## src/rtl/serial_subtractor.sv

```systemverilog
// Bit-serial WIDTH-bit subtractor: diff = a - b - bin, one bit per clock, LSB first.
// A start/done handshake frames each operation; results stay registered until the next one.
module serial_subtractor #(
    parameter int WIDTH = 4,
    parameter int CNT_W = $clog2(WIDTH + 1)
) (
    input  logic             clk,
    input  logic             rst,
    input  logic             start,
    input  logic [WIDTH-1:0] a,
    input  logic [WIDTH-1:0] b,
    input  logic             bin,
    output logic             busy,
    output logic             done,
    output logic [WIDTH-1:0] diff,
    output logic             bout,
    output logic             ovf
);

    typedef enum logic [1:0] {IDLE, RUN, DONE} state_t;

    state_t             state_q, state_d;
    logic [WIDTH-1:0]   aSh_q, aSh_d;
    logic [WIDTH-1:0]   bSh_q, bSh_d;
    logic [WIDTH-1:0]   res_q, res_d;
    logic               br_q, br_d;
    logic [CNT_W-1:0]   cnt_q, cnt_d;
    logic               aMsb_q, aMsb_d;
    logic               bMsb_q, bMsb_d;
    logic [WIDTH-1:0]   diff_q, diff_d;
    logic               bout_q, bout_d;
    logic               ovf_q, ovf_d;

    logic               dBit;
    logic               brNext;
    logic [WIDTH-1:0]   resShift;

    always_ff @(posedge clk) begin
        if (rst) begin
            state_q <= IDLE;
            aSh_q   <= '0;
            bSh_q   <= '0;
            res_q   <= '0;
            br_q    <= 1'b0;
            cnt_q   <= '0;
            aMsb_q  <= 1'b0;
            bMsb_q  <= 1'b0;
            diff_q  <= '0;
            bout_q  <= 1'b0;
            ovf_q   <= 1'b0;
        end else begin
            state_q <= state_d;
            aSh_q   <= aSh_d;
            bSh_q   <= bSh_d;
            res_q   <= res_d;
            br_q    <= br_d;
            cnt_q   <= cnt_d;
            aMsb_q  <= aMsb_d;
            bMsb_q  <= bMsb_d;
            diff_q  <= diff_d;
            bout_q  <= bout_d;
            ovf_q   <= ovf_d;
        end
    end

    // One full-subtractor bit slice; the difference bit enters the result from the MSB side.
    always_comb begin
        dBit     = aSh_q[0] ^ bSh_q[0] ^ br_q;
        brNext   = (~aSh_q[0] & bSh_q[0]) | (~(aSh_q[0] ^ bSh_q[0]) & br_q);
        resShift = {dBit, res_q[WIDTH-1:1]};
    end

    always_comb begin
        state_d = state_q;
        aSh_d   = aSh_q;
        bSh_d   = bSh_q;
        res_d   = res_q;
        br_d    = br_q;
        cnt_d   = cnt_q;
        aMsb_d  = aMsb_q;
        bMsb_d  = bMsb_q;
        diff_d  = diff_q;
        bout_d  = bout_q;
        ovf_d   = ovf_q;
        case (state_q)
            IDLE: begin
                if (start) begin
                    aSh_d   = a;
                    bSh_d   = b;
                    br_d    = bin;
                    res_d   = '0;
                    cnt_d   = '0;
                    aMsb_d  = a[WIDTH-1];
                    bMsb_d  = b[WIDTH-1];
                    state_d = RUN;
                end
            end
            RUN: begin
                aSh_d = aSh_q >> 1;
                bSh_d = bSh_q >> 1;
                res_d = resShift;
                br_d  = brNext;
                cnt_d = cnt_q + 1'b1;
                // Operand MSBs were captured at start because the shift registers no longer hold them.
                if (cnt_q == CNT_W'(WIDTH - 1)) begin
                    diff_d  = resShift;
                    bout_d  = brNext;
                    ovf_d   = (aMsb_q != bMsb_q) & (dBit != aMsb_q);
                    state_d = DONE;
                end
            end
            DONE: begin
                state_d = IDLE;
            end
            default: begin
                state_d = IDLE;
            end
        endcase
    end

    assign busy = (state_q == RUN);
    assign done = (state_q == DONE);
    assign diff = diff_q;
    assign bout = bout_q;
    assign ovf  = ovf_q;

endmodule

```

## config.mk

```make
export PLATFORM = sky130hd
export DESIGN_NAME = serial_subtractor
export DESIGN_NICKNAME = d
export VERILOG_FILES = /design/src/rtl/serial_subtractor.sv
export SDC_FILE = /design/constraint.sdc
export NUM_CORES = 1
export LEC_CHECK = 0
export CAP_MARGIN = 20
export CORE_MARGIN = 1
export CORE_UTILIZATION = 50
export CTS_CLUSTER_DIAMETER = 100
export DETAILED_ROUTE_END_ITERATION = 8
export PLACE_DENSITY = 0.87
export SYNTH_ARGS = -nofsm -noshare
export SYNTH_HDL_FRONTEND = slang
export SYNTH_SLANG_ARGS = --single-unit
export TNS_END_PERCENT = 50
```

## constraint.sdc

```tcl
create_clock -name clk -period 1.9 [get_ports clk]
set_input_delay 0.38 -clock clk [delete_from_list [all_inputs] [get_ports clk]]
set_output_delay 0.38 -clock clk [all_outputs]
set_load 0.02 [all_outputs]
```

==> results.yml <==
outcome:
  outcome: "completed"
die:
  initial_core_util_pct: 54.0
  die-area_um2: 2330
  rows: 16
  core_area_um2: 1980
  die_h_um: 48.3
  die_x_um: 48.3
  io_pins: 20
grt:
  track_usage_pct: 18.2
  grt_pass1_wl_um: 2920
  grt_overflow: 0
  grt_max_degree: 26
  antenna_found_initial: 0
  grt_pass1_vias: 672
power_and_ir_drop:
  p_leak_nw: 0.528
  pwr-share-seq_pct: 60.5
  pwr-share-clk_pct: 23.8
  power_density_nw_per_um2: 712
  ir_worst_vdd_mv: 0.538
  p_switching_w: 0.000231
  intPower_w: 0.000704
  p_comb_share_pct: 15.6
  switching_share_pct: 24.7
worst_hold_path:
  min_path_type: "register to register"
clock_network:
  cts_sinks: 25
  cts_tree: "built"
  cts_buffers: 3
  cts-root-buf: "clkbuf_4"
  cts_setup_buffers: 0
  worst_skew_pair.late_latency_ps: 300
  path_clk_slew_ps: 120
  ctsLongestPathBuffers: 2
  htreeDepth: 1
yosys:
  ys_ff_latch: 25
  mappedNetlistArea_um2: 1070
  synth_top_area_share_pct: 46.8
  synth-main-ff-cell: "dfxtp_1"
  ys_seq_area_share_pct: 46.8
  synth_area_per_cell_um2: 9.81
  synth-async-reset-ratio_pct: 0
  synth_edf_count: 0
  yosysTopAreaCell: "dfxtp_1"
  synth_nets: 124
  ys_warn_count: 0
  synthCells: 109
  synthDistinctLibCells: 27
  ys_top_cells_by_area: "dfxtp_1, mux2i_1, nor2_1, a22oi_1, a211oi_2"
finish:
  diodes: 0
  area_growth_pct: 22.8
  nNetsFinal: 145
  instances_no_fill: 156
  stdcell_area_um2: 1310
  layout-drive-gt1-share_pct: 14.0
  final_util_pct: 66.3
worst_setup_path:
  cpPeakStageDelay_ps: 600
  cp_top_family: "buffers and inverters"
  crit_type: "register to output pin"
  slowest_stage: "clkdlybuf4s50_1"
  worst_ep_arrival_time_ps: 1250
  path_cells: "clkdlybuf4s50_1"
  cp.required_ps: 1520
  crit_fanout: 2
  regToRegSetupSlack_ps: 400
  critPathBufInv: 1
  end_kind: "output pin"
  start_kind: "register"
sta:
  setup_tns_ps: 0
  timing_worst_slew_pin_value_ps: 367
  final-max-slew-violation-count: 0
  fin_crit_ps: 1630
  timing.fmax_mhz: 612
  finClkSkew_ps: 5.82
  final-setup-viol-count: 0
  period_share_pct: 86.0
  hold_violations: 0
  max_slew_margin_pct: 75.4
  rsz0062_at_grt: "no"
detailed_routing:
  wl_um: 1860
  vias: 816
  first_iter_violations: 19
  drc_errors: 0
  avgRoutedWirePerCell_um: 11.9
  routed_via_density: 5.23
  detail-route-antenna-nets: 0
  drtPass1Iterations: 4
placed_design:
  dp_cells: 152
  portBuffers: 19
  dpl_cell_area_um2: 1280
  gp_congestion: 0.790
  post-dp-hpwl_um: 1420
run:
  cap_viol_max_count: 0
what timing repair did:
item / 4_1_cts / 5_1_grt
endpoints found under the setup margin: 2 / 1
cloned: 0 / 0
hold buffers: 0 / 0
gates resized for setup: 3 / 1
state kept, by name, summed over array words and instances (netlist names):
| name | flops |
|---|---|
| diff | 4 |
| aSh_q | 4 |
| state_q | 2 |
| aMsb_q | 1 |
| res_q | 3 |
| br_q | 1 |
| cnt_q | 3 |
| ovf | 1 |
| bout | 1 |
| bSh_q | 4 |
| bMsb_q | 1 |
cells by family (layout without fill, tap and decap cells):
group                    Yosys count  after routing  share of synthesized area, %
adder cells (fa/ha/maj)            3              3                          4.21
buffers and inverters             12             32                          5.50
AND/OR/NAND/NOR                   35             35                          16.1
multiplexers                      10             10                          9.36
flip-flops                        25             25                          46.8
AO/OA/AOI/OAI                     24             24                          18.0
cells in the mapped netlist (2+ instances only):
master and instances:
dfxtp_1 25, nor2_1 18, mux2i_1 10, a22oi_1 7, a21oi_1 6, inv_1 5, a211oi_1 4, a211oi_2 4
nand2_1 4, buf_4 3, nand3_1 3, nor3_1 3, buf_2 2, ha_1 2
per-layer routing:
layer  wire (µm)  global-route usage, %  up-vias
met3          54                   3.33        0
met5           0                      0        -
met1         904                   25.6      385
met2         902                   29.3       10
met4           0                   3.33        0
li1            -                      -      421
layout by cell type, fill, tap and decap left out, types with 2 or more instances in the layout:
master | Yosys | routed
dfxtp_1 | 25 | 23
nor2_1 | 18 | 18
clkdlybuf4s50_1 | 0 | 17
mux2i_1 | 10 | 10
a22oi_1 | 7 | 7
a21oi_1 | 6 | 6
inv_1 | 5 | 5
nand2_1 | 4 | 4
a211oi_2 | 4 | 4
a211oi_1 | 4 | 4
buf_4 | 3 | 4
nor3_1 | 3 | 3
nand3_1 | 3 | 3
clkbuf_4 | 0 | 3
ha_1 | 2 | 2
dfxtp_2 | 0 | 2
path summary, 6_finish.rpt:
| check | start | end | depth (start not counted) |
|---|---|---|---|
| worst max-delay path | bout$_SDFFE_PP0P_ | bout | 1 |
| worst min-delay path | diff[2]$_SDFFE_PP0P_ | diff[2]$_SDFFE_PP0P_ | 2 |
| worst max register to register | bSh_q[0]$_SDFFE_PP0P_ | ovf$_SDFFE_PP0P_ | 5 |
| worst min register to register | diff[2]$_SDFFE_PP0P_ | diff[2]$_SDFFE_PP0P_ | 2 |
cell type report:
type | count | area [µm²]
tap | 27 | 33.8
multi-input combinational | 72 | 510
fill | 159 | 668
inverter | 5 | 18.8
sequential | 25 | 503
clock buffer | 4 | 26.3
timing repair buffer | 23 | 221
power by group through the flow:
| stage | Combinational (W) | Sequential, W | Clock (W) |
|---|---|---|---|
| final | 0.000146 | 0.000566 | 0.000223 |
| after floorplan | 0.000101 | 0.000574 | 0 |
| after global routing | 0.000162 | 0.000570 | 0.000255 |
| after detailed placement | 0.000147 | 0.000578 | 0 |
| after global placement | 0.000143 | 0.000577 | 0 |
| after CTS | 0.000147 | 0.000566 | 0.000231 |
stage by stage:
stage	power, W	setup slack, ps	hold WS [ps]
6_report	0.000935	265	465
5_1_grt	0.000987	180	496
4_1_cts	0.000944	33.8	469
3_5_place_dp	0.000725	168	451
3_3_place_gp	0.000719	194	444
2_1_floorplan	0.000675	544	443
(Power assumes the default switching activity.)
